<file path="src/rtl/fp_11_5_pkg.sv">
// Shared layout of the 19-bit 11_5 floating-point word (WE=5, WF=11).
// Used by the fixed-to-float converter and by the FP subtract/compare path.
package fp_11_5_pkg;

    localparam int WE      = 5;
    localparam int WF      = 11;
    localparam int FP_W    = 19;
    localparam int BIAS    = 15;
    // Largest biased exponent a normal number may carry; 31 is not used.
    localparam int EXP_MAX = 30;
    localparam int EXP_MIN = 1;

    // Field positions inside the FP word
    localparam int EXN_HI  = 18;
    localparam int EXN_LO  = 17;
    localparam int SIGN_IX = 16;
    localparam int EXP_HI  = 15;
    localparam int EXP_LO  = 11;
    localparam int FRAC_HI = 10;
    localparam int FRAC_LO = 0;

    // Exception codes
    typedef enum logic [1:0] {
        EXN_ZERO   = 2'b00,
        EXN_NORMAL = 2'b01,
        EXN_INF    = 2'b10,
        EXN_NAN    = 2'b11
    } exn_t;

    // Converter control states
    typedef enum logic [1:0] {
        IDLE = 2'b00,
        NORM = 2'b01,
        PACK = 2'b10,
        OUT  = 2'b11
    } state_t;

    // Word view matching the field positions above
    typedef struct packed {
        exn_t          exn;
        logic          sign;
        logic [WE-1:0] expo;
        logic [WF-1:0] frac;
    } fp_word_t;

endpackage

</file>
<file path="src/rtl/fix_to_fp_11_5.sv">
// Serial signed fixed-point to 11_5 floating-point converter.
// The magnitude is normalised one bit per cycle; valid/ready on both sides.
module fix_to_fp_11_5
    import fp_11_5_pkg::*;
#(
    parameter int IN_W      = 16,
    parameter int FRAC_BITS = 8
) (
    input  logic            clk,
    input  logic            rst,
    input  logic [IN_W-1:0] in_data,
    input  logic            in_valid,
    output logic            in_ready,
    output logic [FP_W-1:0] out_data,
    output logic            out_valid,
    input  logic            out_ready
);

    // Shift count holds 0..IN_W-1
    localparam int SW = $clog2(IN_W) + 1;
    // Biased exponent when the magnitude MSB is already set (s = 0)
    localparam int EXP_TOP = IN_W - 1 - FRAC_BITS + BIAS;

    state_t            state_reg;
    state_t            state_next;
    logic              sign_reg;
    logic [IN_W-1:0]   mag_reg;
    logic [SW-1:0]     s_reg;
    logic [FP_W-1:0]   out_data_reg;
    logic              out_valid_reg;

    logic              load_en;
    logic              shift_en;
    logic              pack_en;
    logic              release_en;
    logic              norm_done;
    logic [IN_W-1:0]   in_mag;
    logic signed [15:0] biased;
    fp_word_t          packed_word;

    // Most negative input maps to 2^(IN_W-1), which fits unsigned IN_W bits
    assign in_mag    = in_data[IN_W-1] ? ((~in_data) + IN_W'(1)) : in_data;
    assign norm_done = (mag_reg == '0) || mag_reg[IN_W-1];
    assign biased    = 16'(EXP_TOP) - 16'(s_reg);

    // State register
    always_ff @(posedge clk) begin
        if (rst) begin
            state_reg <= IDLE;
        end else begin
            state_reg <= state_next;
        end
    end

    // Next-state logic
    always_comb begin
        state_next = state_reg;
        case (state_reg)
            IDLE:    if (in_valid)  state_next = NORM;
            NORM:    if (norm_done) state_next = PACK;
            PACK:    state_next = OUT;
            OUT:     if (out_ready) state_next = IDLE;
            default: state_next = IDLE;
        endcase
    end

    // Per-state control strobes and the ready flag
    always_comb begin
        load_en    = 1'b0;
        shift_en   = 1'b0;
        pack_en    = 1'b0;
        release_en = 1'b0;
        in_ready   = 1'b0;
        case (state_reg)
            IDLE: begin
                in_ready = ~rst;
                load_en  = in_valid;
            end
            NORM:    shift_en   = ~norm_done;
            PACK:    pack_en    = 1'b1;
            OUT:     release_en = out_ready;
            default: ;
        endcase
    end

    // Field encoding from the normalised magnitude and shift count
    always_comb begin
        packed_word = '0;
        if (mag_reg == '0) begin
            packed_word = '0;
        end else if (biased > $signed(16'(EXP_MAX))) begin
            packed_word.exn  = EXN_INF;
            packed_word.sign = sign_reg;
        end else if (biased < $signed(16'(EXP_MIN))) begin
            // Too small to represent: flush to an unsigned zero
            packed_word = '0;
        end else begin
            packed_word.exn  = EXN_NORMAL;
            packed_word.sign = sign_reg;
            packed_word.expo = biased[WE-1:0];
            // Hidden one dropped, remaining low bits truncated
            packed_word.frac = mag_reg[IN_W-2 -: WF];
        end
    end

    // Operand capture, serial normalisation and output holding registers
    always_ff @(posedge clk) begin
        if (rst) begin
            sign_reg      <= 1'b0;
            mag_reg       <= '0;
            s_reg         <= '0;
            out_data_reg  <= '0;
            out_valid_reg <= 1'b0;
        end else begin
            if (load_en) begin
                sign_reg <= in_data[IN_W-1];
                mag_reg  <= in_mag;
                s_reg    <= '0;
            end
            if (shift_en) begin
                mag_reg <= {mag_reg[IN_W-2:0], 1'b0};
                s_reg   <= s_reg + SW'(1);
            end
            if (pack_en) begin
                out_data_reg  <= packed_word;
                out_valid_reg <= 1'b1;
            end
            if (release_en) begin
                out_valid_reg <= 1'b0;
            end
        end
    end

    assign out_data  = out_data_reg;
    assign out_valid = out_valid_reg;

endmodule

</file>
<file path="config.mk">
export PLATFORM = sky130hd
export DESIGN_NAME = fix_to_fp_11_5
export DESIGN_NICKNAME = d
export VERILOG_FILES = /design/src/rtl/fp_11_5_pkg.sv /design/src/rtl/fix_to_fp_11_5.sv
export SDC_FILE = /design/constraint.sdc
export NUM_CORES = 1
export LEC_CHECK = 0
export ABC_AREA = 0
export CORE_AREA = 2 2 87 72
export DETAILED_ROUTE_END_ITERATION = 12
export DIE_AREA = 0 0 89 74
export GPL_TIMING_DRIVEN = 0
export HOLD_SLACK_MARGIN = 0.05
export PLACE_DENSITY = 0.74
export SYNTH_ARGS = -nofsm -noshare
export SYNTH_HDL_FRONTEND = slang
export SYNTH_SLANG_ARGS = --single-unit
</file>
<file path="constraint.sdc">
create_clock -name clk -period 2 [get_ports clk]
set_clock_uncertainty 0.05 [all_clocks]
set_input_delay 0.2 -clock clk [delete_from_list [all_inputs] [get_ports clk]]
set_output_delay 0.2 -clock clk [all_outputs]
set_load 0.1 [all_outputs]
</file>
==> results of run 1 <==
## kinds of logic (layout without fill, tap and decap cells)
kind of cell | count (synthesis) | in the layout
AND/OR/NAND/NOR | 131 | 131
XOR/XNOR | 9 | 9
buffers and inverters | 43 | 99
AO/OA/AOI/OAI | 71 | 72
adder cells (fa/ha/maj) | 9 | 9
multiplexers | 11 | 11
flip-flops | 44 | 44
## per-stage QoR
stage | instance area, um^2 | cells
final | 3520 | 456
after global routing | 3520 | 456
after CTS | 3390 | 448
after detailed placement | 3210 | 438
after global placement | 3210 | 438
after floorplan | 2720 | 318
## routing by layer
metal  global-route usage, %  up-vias
li1                        -     1287
met1                    33.7     1205
met2                    36.4       88
met3                    4.88       10
met4                    7.79        0
met5                       0        -
## synth_stat cells (6+ instances only)
cell type	count	area share, %
a21oi_1	11	2.0
clkbuf_1	20	2.8
dfxtp_1	44	33
ha_1	9	4.2
inv_1	15	2.1
mux2i_1	9	3.3
nand2_1	31	4.3
nand2b_1	11	2.5
nand3_1	7	1.3
nand3b_1	9	2.5
nor2_1	6	0.83
nor2b_1	8	1.8
nor3_1	6	1.1
o221ai_1	6	1.9
o31ai_1	17	4.7
o41ai_1	6	1.9
or3b_2	14	4.5
xor2_1	7	2.3
## worst paths after layout
kind / start / end / depth (start not counted)
max: in_data[5] / mag_reg[15] / 6
min: in_data[4] / mag_reg[4] / 4
max reg2reg: mag_reg[4] / mag_reg[13] / 4
min reg2reg: sign_reg / sign_reg / 2
## report_power, final
| group | switching (mW) | internal [mW] |
|---|---|---|
| logic | 1.53 | 0.996 |
| clock network | 0.328 | 0.247 |
| registers | 0.259 | 1.09 |
## final cells by class
class / count / area (um^2) / area share, %
plain buffers: 25 / 174 / 4.94
multi-input cells: 232 / 1750 / 49.8
flip-flops and latches: 44 / 886 / 25.2
clock inverters: 3 / 23.8 / 0.675
repair buffers: 51 / 455 / 12.9
well taps: 81 / 101 / 2.88
clock buffers: 5 / 68.8 / 1.96
inverters: 15 / 56.3 / 1.60
## repair_timing
action / CTS / global route
pin swaps: 1 / 6
cloned: 2 / 0
setup endpoints to repair: 62 / 35
gates resized for setup: 50 / 30
setup buffers: 2 / 9
## critical path, stage by stage
cell and delay [ns]:
dlygate4sd2_1 0.26, or4_1 0.50, buf_4 0.17, or3_1 0.35, or4_1 0.50, a31oi_1 0.16
==> reports/qor.yml, run 1 <==
finish:
  final_cell_mix: "dfxtp_1, nand2_1, dlygate4sd2_1, o31ai_1"
  antenna_cells: 0
  fin_util_pct: 61.2
  area_delta_synth_final_pct: 29.9
  nNetsFinal: 403
  largest_reg_flops: 19
  final_common_cell: "dfxtp_1"
  drive_above_1_share_pct: 21.1
  nFillCells: 540
global_route:
  grt_overflow_total: 0
  grt_pass1_wl_mm: 12.1
  antenna_found_initial: 0
  grtUsageTotal_pct: 23.8
  grt_pass1_vias: 2387
  grt_max_degree: 16
pwr:
  p_total_mw: 4.45
  powerDensity_nw_per_um2: 1260
  vdd_ir_drop_max_v: 0.000549
  p_leak_nw: 1.37
clock_network:
  clockBufferDepth: 2
  root_buffer: "clkbuf_8"
  cts_made_buffers: 5
  clk_pin_slew_ns: 0.08
  cts.sinks: 44
  cts.htree.levels: 2
  cts_hold_buf: 0
  cts_tree: "built"
  clk_latency_ns: 0.31
synthesis:
  syn_avg_cell_area_um2: 8.52
  synth_fa_ha_area_share_pct: 4.16
  synthesis.area_um2: 2710
  synth_xor_area_share_pct: 2.91
  synth_seq_area_share_pct: 32.5
  syn-num-nets: 347
  synth_ff_type: "dfxtp_1"
  syn_inst: 318
  synth_top_family_by_area: "simple AND/OR/NAND/NOR gates"
  synth-compound-area-share_pct: 19.2
  yosysWarningCount: 0
  synth_edf_count: 0
  muxShareOfSynthArea_pct: 4.16
  synth_cell_types: 54
  synth_seq_cells: 44
  synth-simple-area-share_pct: 29.5
  synthArstFlopShare_pct: 0
route:
  m1WireLength_mm: 3.55
  first_pass_iters: 4
  totalWireLength_mm: 7.46
  met2_length_mm: 3.30
  ant_nets: 0
  num_vias: 2590
  viasPerCell: 5.68
  avgRoutedWirePerCell_um: 16.4
  dr_wl_met3_um: 490
  highest_layer: "met4"
  drcViolationCount: 0
  initialDrtViolationCount: 186
timing:
  fin_crit_sh_pct: 98.1
  tightestPinTransition_ns: 0.964
  fin_ws_ns: 0.0375
  holdWs_ns: 0.299
  hold_viol: 0
  setup_viol: 0
  fmax_ghz: 0.510
  drv_slew: 0
  setup_tns_ns: 0
  slew-limit-headroom_pct: 36.0
  period_minus_slack_ns: 1.96
run_status:
  status: "completed"
placed_design:
  dp.final_hpwl_mm: 5.29
  port_buffers: 39
  gp_congestion: 0.914
  dpl_worst_slack_ns: -0.567
critical_path:
  end_kind: "register"
  worstPathRequired_ns: 2.19
  crit_path_start_kind: "input pin"
  path_max_fanout: 7
  r2r_slack_ns: 0.05
  critPathArrivalTime_ns: 2.15
  worstSetupPathType: "input pin to register"
floorplan:
  die_w_um: 89
  rows: 25
  coreArea_um2: 5760
  die-area_um2: 6590
  start_util_pct: 47.1
  io_pins: 41
  fp.dieH_um: 74
job:
  max_cap_violations: 0
worst_hold_path:
  hold_path_class: "input pin to register"
(Power assumes the default switching activity.)
==> run 2: changes to the inputs <==
CORE_AREA = 2 2 78 80   (was 2 2 87 72)
DIE_AREA = 0 0 80 82   (was 0 0 89 74)
GPL_TIMING_DRIVEN = unset   (was 0)
==> run 2 against run 1 <==
Fmax grew 0.13%. Total power down 0.86%. Register-to-register slack improved by 0.03 ns. Via count is 2.4% higher. First-iteration DRC count down 25%. Combinational power up 3%.
==> reports/qor.yml, run 2 (synthesis gave the netlist of run 1 again) <==
timing:
  tightestPinTransition_ns: 0.642
  slew-limit-headroom_pct: 57.2
  fin_crit_sh_pct: 98.0
  setup_viol: 0
  hold_viol: 0
  fin_ws_ns: 0.0399
  drv_slew: 0
  fmax_ghz: 0.510
  rsz0062_at_grt: "yes"
  period_minus_slack_ns: 1.96
critical_path:
  end_kind: "register"
  critPathArrivalTime_ns: 2.14
  path_max_fanout: 2
  max_stage_delay_ns: 0.54
  worstPathRequired_ns: 2.18
  cpMaxStageDelayCell: "or4_4"
  crit_path_start_kind: "input pin"
  worstSetupPathType: "input pin to register"
  path_cells: "clkdlybuf4s50_1, or4_4, or3_1, or4_1, a31oi_1"
pwr:
  vdd_ir_drop_max_v: 0.000574
  p_total_mw: 4.41
  p_leak_nw: 1.42
  powerDensity_nw_per_um2: 1210
floorplan:
  coreArea_um2: 5750
  fp.dieH_um: 82
  rows: 28
  start_util_pct: 47.2
  die_w_um: 80
  io_pins: 41
  die-area_um2: 6560
finish:
  fin_util_pct: 63.4
  final_cell_mix: "buf_4, dfxtp_1, nand2_1, o31ai_1, clkdlybuf4s50_1"
  nNetsFinal: 425
  final_common_cell: "buf_4"
  area_delta_synth_final_pct: 34.4
  drive_above_1_share_pct: 31.7
  antenna_cells: 0
  largest_reg_flops: 19
global_route:
  grt_pass1_wl_mm: 11.4
  grtUsageTotal_pct: 21.6
  grt_pass1_vias: 2413
  grt_max_degree: 40
  grt_overflow_total: 0
  antenna_found_initial: 0
placed_design:
  dpl_worst_slack_ns: -0.322
  dp.final_hpwl_mm: 4.96
  port_buffers: 40
  gp_congestion: 0.882
route:
  avgRoutedWirePerCell_um: 14.0
  first_pass_iters: 4
  num_vias: 2651
  ant_nets: 0
  viasPerCell: 5.62
  initialDrtViolationCount: 140
  totalWireLength_mm: 6.60
  drcViolationCount: 0
run_status:
  status: "completed"
clock_network:
  cts_tree: "built"
  clockBufferDepth: 2
  clk_pin_slew_ns: 0.09
  cts_hold_buf: 0
  root_buffer: "clkbuf_8"
  cts.htree.levels: 2
  clk_latency_ns: 0.30
  cts.sinks: 44
  cts_made_buffers: 5
worst_hold_path:
  hold_path_class: "input pin to register"
job:
  max_cap_violations: 0
[run 2: cell type report]
class,count,area [um^2]
Fill cell,518,2100
Multi-Input combinational cell,231,1690
Sequential cell,44,882
Timing Repair Buffer,99,826
Tap cell,75,93.8
Clock buffer,5,68.8
Inverter,15,56.3
Clock inverter,3,23.8
[run 2: metrics by stage]
stage / setup TNS [ns] / area (um^2) / instances / hold slack (ns)
2_1_floorplan: 0 / 2720 / 318 / 0.249
3_3_place_gp: -1.30 / 3480 / 463 / 0.401
3_5_place_dp: -1.73 / 3480 / 463 / 0.415
4_1_cts: 0 / 3600 / 471 / 0.368
5_1_grt: -0.00562 / 3640 / 472 / 0.369
6_report: 0 / 3640 / 472 / 0.339
[run 2: repair_timing]
action | in CTS | in global routing
pin swaps | 0 | 1
endpoints found under the setup margin | 1 | 23
cloned | 0 | 0
hold endpoints to repair | 0 | 0
resized for setup | 4 | 8
setup buffers | 0 | 1
[run 2: per-layer routing]
layer  GRT usage (%)  up-vias  wire (um)
li1                -     1327          -
met2            36.3       77       3040
met3            3.30        7        362
met4            5.59        0         96
met5               0        -          0
met1            29.1     1240       3100
[run 2: worst max-delay path, delay by kind of cell]
kind	cells	cell delay (ns)
simple gates	3	1.39
buf+inv	1	0.42
compound gates	1	0.14
[run 2: path summary, 6_finish.rpt]
check	end	start	cells after the start	slack (ns)
min reg2reg	sign_reg	sign_reg	2	0.42
max	mag_reg[15]	in_data[4]	5	0.04
min	mag_reg[5]	in_data[5]	4	0.34
max reg2reg	mag_reg[10]	state_reg[1]	8	0.08
[run 2: power breakdown]
part	switching, mW	leakage, nW	internal, mW
Sequential	0.148	0.358	1.08
Combinational	1.51	1.02	1.09
Clock	0.325	0.0404	0.247
Total	1.99	1.42	2.42
==> run 3: changes to the inputs <==
ABC_AREA = unset   (was 0)
CORE_AREA = 2 2 56 111   (was 2 2 78 80)
DIE_AREA = 0 0 58 113   (was 0 0 80 82)
TNS_END_PERCENT = 30   (was unset)
==> run 3 against run 2 <==
Cell count fell by 5.1%. Worst setup slack worse by 0.018 ns. Via count shrank 2.1%. Design area decreased by 0.41%. Die area about the same. Critical path type unchanged. Largest power group unchanged.
==> reports/qor.yml, run 3 (synthesis gave the netlist of run 1 again) <==
run_status:
  status: "completed"
critical_path:
  worstPathRequired_ns: 2.17
  critPathBufInv: 1
  cpLargestDelayFamily: "simple AND/OR/NAND/NOR gates"
  cpMaxStageDelayCell: "or4_4"
  end_kind: "register"
  max_stage_delay_ns: 0.54
  worstSetupPathType: "input pin to register"
  critPathArrivalTime_ns: 2.15
  path_max_fanout: 2
  path_cells: "clkdlybuf4s50_1, or4_4, or3_1, or4_1, a31oi_1"
  crit_path_start_kind: "input pin"
finish:
  final_cell_mix: "buf_4, dfxtp_1, nand2_1, clkdlybuf4s50_1, o31ai_1"
  nFillCells: 488
  largest_reg_flops: 19
  multiInputGateArea_um2: 1710
  nNetsFinal: 415
  antenna_cells: 0
  drive_above_1_share_pct: 30.0
  fin_util_pct: 64.1
  final_common_cell: "buf_4"
  area_delta_synth_final_pct: 33.8
  regArea_um2: 883
global_route:
  antenna_found_initial: 0
  grt_overflow_total: 0
  grtUsageTotal_pct: 22.2
  grt_pass1_vias: 2536
  grt_pass1_wl_mm: 11.4
  grt_max_degree: 38
floorplan:
  coreArea_um2: 5660
  die_w_um: 58
  start_util_pct: 47.9
  rows: 39
  fp.dieH_um: 113
  die-area_um2: 6550
  io_pins: 41
pwr:
  vdd_ir_drop_max_v: 0.00109
  p_leak_nw: 1.41
  powerDensity_nw_per_um2: 1280
route:
  first_pass_iters: 4
  totalWireLength_mm: 6.93
  avgRoutedWirePerCell_um: 15.5
  initialDrtViolationCount: 65
  num_vias: 2595
  viasPerCell: 5.79
  ant_nets: 0
  drcViolationCount: 0
timing:
  drv_slew: 0
  setup_viol: 0
  fin_crit_sh_pct: 98.9
  rsz0062_at_grt: "yes"
  fmax_ghz: 0.505
  period_minus_slack_ns: 1.98
  tightestPinTransition_ns: 0.572
  hold_viol: 0
  slew-limit-headroom_pct: 61.9
  holdWs_ns: 0.373
clock_network:
  clk_pin_slew_ns: 0.06
  cts.htree.levels: 2
  cts_tree: "built"
  clockBufferDepth: 2
  cts.sinks: 44
  clk_latency_ns: 0.29
  root_buffer: "clkbuf_16"
  cts_made_buffers: 5
job:
  max_cap_violations: 0
worst_hold_path:
  hold_path_class: "input pin to register"
placed_design:
  gp_congestion: 0.824
  port_buffers: 40
  dp.final_hpwl_mm: 5.08
run 3: layer usage:
metal,GRT usage [%],part of all wire [%]
met1,22.9,39
met2,39.4,54
met3,3.89,3.3
met4,14.1,3.4
met5,0,0
run 3: final timing paths:
kind / startpoint / endpoint / slack, ns / cells after the start
worst min-delay path: rst / s_reg[0] / 0.37 / 2
worst max-delay path: in_data[4] / mag_reg[15] / 0.02 / 5
worst max register to register: mag_reg[1] / mag_reg[11] / 0.06 / 6
worst min register to register: sign_reg / sign_reg / 0.42 / 2
run 3: final cells by class:
class | count | share of cell area [%]
multi-input cells | 231 | 47.1
clock inverters | 2 | 0.276
well taps | 61 | 2.10
flip-flops and latches | 44 | 24.4
repair buffers | 89 | 20.8
clock buffers | 6 | 3.83
inverters | 15 | 1.55
run 3: power breakdown:
part           internal [mW]  total (mW)  switching, mW
combinational           1.04        2.56           1.52
sequential              1.09        1.27          0.179
clock                  0.492       0.828          0.336
total                   2.62        4.66           2.03
run 3: metrics by stage:
step                      total power, mW  setup slack, ns  setup TNS [ns]  area (um^2)  instances
final                                4.66           0.0215               0         3630        448
after global routing                 4.91          -0.0514          -0.218         3630        448
after CTS                            4.40           0.0119               0         3520        445
after detailed placement             3.56           -0.325           -1.83         3360        437
after global placement               3.51           -0.294           -1.54         3360        437
after floorplan                      2.79          0.00240               0         2720        318
run 3: what timing repair did:
action	in CTS	in global routing
pin swaps	1	1
buffers inserted	0	3
resized for setup	2	13
gates cloned	0	0
setup endpoints to repair	7	12
hold buffers	0	0
run 3: worst register-to-register path, delay by kind of cell, from the launching register on:
family | cells | cell delay (ns)
flip-flops | 1 | 0.33
AO/OA/AOI/OAI | 2 | 0.22
buffers and inverters | 2 | 0.36
AND/OR/NAND/NOR | 2 | 0.89
==> variant 1: new RTL, config.mk and constraints of run 3 <==
Make the reset (`rst`) asynchronous in 2 clocked blocks.
--- a/src/rtl/fix_to_fp_11_5.sv
+++ b/src/rtl/fix_to_fp_11_5.sv
@@ -44,7 +44,7 @@
     assign biased    = 16'(EXP_TOP) - 16'(s_reg);
 
     // State register
-    always_ff @(posedge clk) begin
+    always_ff @(posedge clk or posedge rst) begin
         if (rst) begin
             state_reg <= IDLE;
         end else begin
@@ -104,7 +104,7 @@
     end
 
     // Operand capture, serial normalisation and output holding registers
-    always_ff @(posedge clk) begin
+    always_ff @(posedge clk or posedge rst) begin
         if (rst) begin
             sign_reg      <= 1'b0;
             mag_reg       <= '0;
Function: differs if rst is asserted again (counterexample within 4 cycles, from zero or initial values and one cycle with rst high); with rst held inactive, the same outputs for 10 cycles.
==> variant 1 against run 3 <==
Total power increased by 24%. Hold slack got worse by 0.012 ns. Sequential power increased by 24%. Clock power about the same. Sequential cell count unchanged. Routed wire length decreased by 21%. Highest routed layer unchanged. Design area decreased by 9.6%. Area after synthesis decreased by 12%. Worst setup slack improved by 0.041 ns. Critical path depth unchanged. Die area unchanged.
==> variant 1: results (changes against run 3) <==
INFO  metric postSynthNetCount = 278 (-20%)
INFO  metric ys_types = 42 (-22%)
INFO  metric vdd_ir_drop_max = 1395 uV (+28%)
INFO  metric dp_cells = 375 (-14%)
INFO  metric global_placement_routability_congestion = 0.8359 (+1.4%)
INFO  metric totalWireLength = 5512 um (-21%)
INFO  metric grt_start_max_net_pins = 45 (+18%)
INFO  metric detail_route.vias_per_cell = 5.504 (-5.0%)
INFO  metric first_iter_violations = 42 (-35%)
INFO  metric fin_ws = 0.06244 ns (+0.04098 ns)
INFO  metric post_synth_inst_count = 249 (-22%)
INFO  metric hold_slack = 0.3618 ns (-0.01161 ns)
INFO  metric grt.total_usage = 0.1831 (-0.03852)
INFO  metric drive_gt1_frac = 0.2609 (-0.03887)
INFO  metric run_status = finished clean
INFO  metric final_nets = 350 (-16%)
INFO  metric synth_seq_area_share = 0.4600 (+0.1350)
INFO  metric worst_hold_path_type = in2async
INFO  metric post_dp_cell_area = 3088 sq um (-8.1%)
INFO  metric async_reset_ff_frac = 1.000 (+1.000)
INFO  metric detail_route.wirelength.met1 = 2092 um (-23%)
INFO  metric synth.top_cells.by_area = dfrtp_1 46%, a22o_1 6.2%, ha_1 4.7%
INFO  metric grt_first_pass_wirelength = 9259 um (-19%)
INFO  metric met3_length = 186 um (-19%)
INFO  metric post_synth_most_frequent_cells = 44 x dfrtp_1, 24 x nand2_1, 18 x o21ai_0
INFO  metric hpwl = 4212 um (-17%)
INFO  metric sw_frac_of_total = 0.4919 (+0.05524)
INFO  metric met2_routed_wl = 3119 um (-17%)
INFO  metric worst_ep_arrival_time = 2.06 ns (-0.09 ns)
variant 1: layout make-up:
cell class                      instances  area [sq um]
Timing Repair Buffer                   81         680.7
Fill cell                             500          2381
Sequential cell                        44          1101
Multi-Input combinational cell        177          1227
Inverter                               12         45.04
Clock buffer                            6         138.9
Clock inverter                          2         10.01
Tap cell                               61         76.32
variant 1: power by group through the flow:
stage               Clock, mW  Sequential (mW)  Combinational, mW
floorplan                   0             2.76               1.14
global placement            0             1.54               3.29
detailed placement          0             1.56               3.37
CTS                     0.844             1.56               3.39
global route            0.876             1.62               3.60
finish                  0.827             1.57               3.39
variant 1: logic make-up after synthesis:
kind of cell,count (synthesis),share of synthesized area
compound gates,70,0.2107
xor+xnor,12,0.04391
fa+ha+maj,9,0.04705
buf+inv,28,0.04600
flops,44,0.4600
mux,7,0.03032
simple gates,79,0.1621
variant 1: worst paths after layout:
| check | to | cells past startpoint | startpoint |
|---|---|---|---|
| hold reg to reg | out_data[17] | 1 | out_data[17] |
| max in group asynchronous | out_data[3] | 3 | rst |
| setup / recovery | state_reg[1] | 5 | mag_reg[4] |
| hold / removal | out_valid | 3 | rst |
| setup reg to reg | state_reg[1] | 5 | mag_reg[4] |
| min in group clk | out_data[17] | 1 | out_data[17] |
variant 1: metal layers:
| layer | track usage | up-vias |
|---|---|---|
| met5 | 0 | - |
| met4 | 0.08527 | 0 |
| met3 | 0.04229 | 7 |
| met2 | 0.3220 | 43 |
| met1 | 0.2013 | 1025 |
| li1 | - | 1033 |
variant 1: repair_timing:
item / in CTS / in global routing
gates resized for setup: 2 / 6
setup endpoints to repair: 20 / 5
hold buffers: 0 / 0
pin swaps: 1 / 1
cloned: 0 / 0
==> variant 2: new RTL, flow settings as in run 3 <==
Without the edit above. `EXP_MAX`: 30 -> 16.
--- a/src/rtl/fp_11_5_pkg.sv
+++ b/src/rtl/fp_11_5_pkg.sv
@@ -7,7 +7,7 @@
     localparam int FP_W    = 19;
     localparam int BIAS    = 15;
     // Largest biased exponent a normal number may carry; 31 is not used.
-    localparam int EXP_MAX = 30;
+    localparam int EXP_MAX = 16;
     localparam int EXP_MIN = 1;
 
     // Field positions inside the FP word
Behaviour: not the same (Yosys sat finds a counterexample within 4 cycles, from zero or initial values and one cycle with rst high).
==> variant 2 against run 3 <==
The run now ends with negative setup slack left. Area after synthesis decreased by 12%. Sequential cell count unchanged. Total power decreased by 8.7%. Design area decreased by 2.8%. Routed wire length decreased by 13%. Utilization decreased by 1.8 points. First-iteration DRC count decreased by 31%. Worst setup slack got worse by 0.15 ns. Critical path type is now reg2reg. Largest power group unchanged.
==> variant 2: results (changes against run 3) <==
INFO  metric synth_seq_area_share = 0.3674 (+0.04241)
INFO  metric final_nets = 401 (-3.4%)
INFO  metric run_status = finished with violations
INFO  metric met3_length = 168 um (-27%)
INFO  metric reg2reg_depth = 5 (-1)
INFO  metric hp-start = out_data[17]
INFO  metric groute.layer.met3.usage = 0.03429 (-0.004571)
INFO  metric htree_num_levels = 2 (unchanged)
INFO  metric worst-slew-pin-transition = 0.5051 ns (-0.06704 ns)
INFO  metric detail_route.wirelength.met1 = 2274 um (-16%)
INFO  metric hpwl = 4738 um (-6.7%)
INFO  metric grt.total_usage = 0.1987 (-0.02287)
INFO  metric failed_checks = negative setup slack
INFO  metric drive_gt1_frac = 0.3244 (+0.02466)
INFO  metric global_placement_routability_congestion = 0.8636 (+4.8%)
INFO  metric global_route.usage.met1 = 0.1930 (-0.03626)
INFO  metric grt_first_pass_wirelength = 10200 um (-11%)
INFO  metric r2r_endpoint = state_reg[1]
INFO  metric hold_slack = 0.4026 ns (+0.02920 ns)
INFO  metric grt_start_max_net_pins = 31 (-18%)
INFO  metric first_iter_violations = 45 (-31%)
INFO  metric ys_types = 49 (-9.3%)
INFO  metric hold_path_end = out_data[17]
INFO  metric met2_track_usage_gr = 0.3727 (-0.02121)
INFO  metric clk_path_buf_depth = 2 (unchanged)
INFO  metric synth.top_cells.by_area = dfxtp_1 37%, a22o_1 6.2%, nor2_1 5.8%
INFO  metric startpoint = mag_reg[11]
INFO  metric power.leakage = 1.529 nW (+8.2%)
INFO  metric worst_ep_arrival_time = 2.25 ns (+0.10 ns)
INFO  metric crit_type = reg2reg
INFO  metric detail_route.vias_per_cell = 5.470 (-5.6%)
INFO  metric post_synth_most_frequent_cells = 44 x dfxtp_1, 37 x nor2_1, 22 x a21oi_1
INFO  metric fillers = 481 (-1.4%)
INFO  metric met2_routed_wl = 3358 um (-11%)
INFO  metric critical_path.max_fanout = 3 (+1)
INFO  metric fin_ws = -0.1335 ns (-0.1549 ns)
INFO  metric avgRoutedWirePerCell = 13.90 um (-10%)
INFO  metric postSynthNetCount = 309 (-11%)
INFO  metric vdd_ir_drop_max = 885.0 uV (-19%)
INFO  metric setup_viol = 33 (+33)
INFO  metric worstHoldPathCells = 1 (-1)
INFO  metric worst_hold_path_type = reg2reg
==> variant 2: power by group <==
part,total [mW],leakage (nW),internal (mW),switching [mW]
Combinational,2.12,1.08,0.960,1.16
Clock,0.962,0.0871,0.625,0.337
Sequential,1.17,0.358,1.06,0.114
==> variant 2: what timing repair did <==
item                       4_1_cts  5_1_grt
setup endpoints to repair       38       38
pin swaps                       10        4
buffers inserted                 3        0
gates resized for setup         17        4
==> variant 2: kinds of logic after synthesis <==
group	after synthesis	synth area share
DFF	44	0.3674
muxes	5	0.02140
AOI/OAI and AO/OA	81	0.2443
buffers and inverters	29	0.05219
and+or+nand+nor	98	0.2166
xor gates and xnor gates	14	0.05115
adders and majority gates	9	0.04697
==> variant 2: final cells by class <==
class	instances	area, sq um	area share
multi-input combinational	207	1480	0.4200
sequential	44	880.8	0.2499
timing repair buffer	105	875.8	0.2485
clock buffer	6	138.9	0.03940
tap	61	76.32	0.02165
clock inverter	2	38.79	0.01100
inverter	9	33.78	0.009585
==> variant 2: metrics by stage <==
step | std cells | util | TNS (ns) | cell area (sq um) | worst slack (ns)
2_1_floorplan | 280 | - | -0.9334 | 2400 | -0.07038
3_3_place_gp | 423 | 0.5694 | -8.206 | 3223 | -0.5130
3_5_place_dp | 423 | 0.5694 | -9.822 | 3223 | -0.5359
4_1_cts | 434 | 0.6207 | -3.188 | 3513 | -0.1656
5_1_grt | 434 | 0.6227 | -5.278 | 3525 | -0.2221
6_report | 434 | 0.6227 | -2.860 | 3525 | -0.1335
==> variant 2: worst max-delay path: stages, from the launching register on <==
cell and delay, ns:
dfxtp_1 0.31, or4_4 0.55, o41a_1 0.52, a221oi_2 0.29, mux2i_1 0.24, nor2_1 0.05
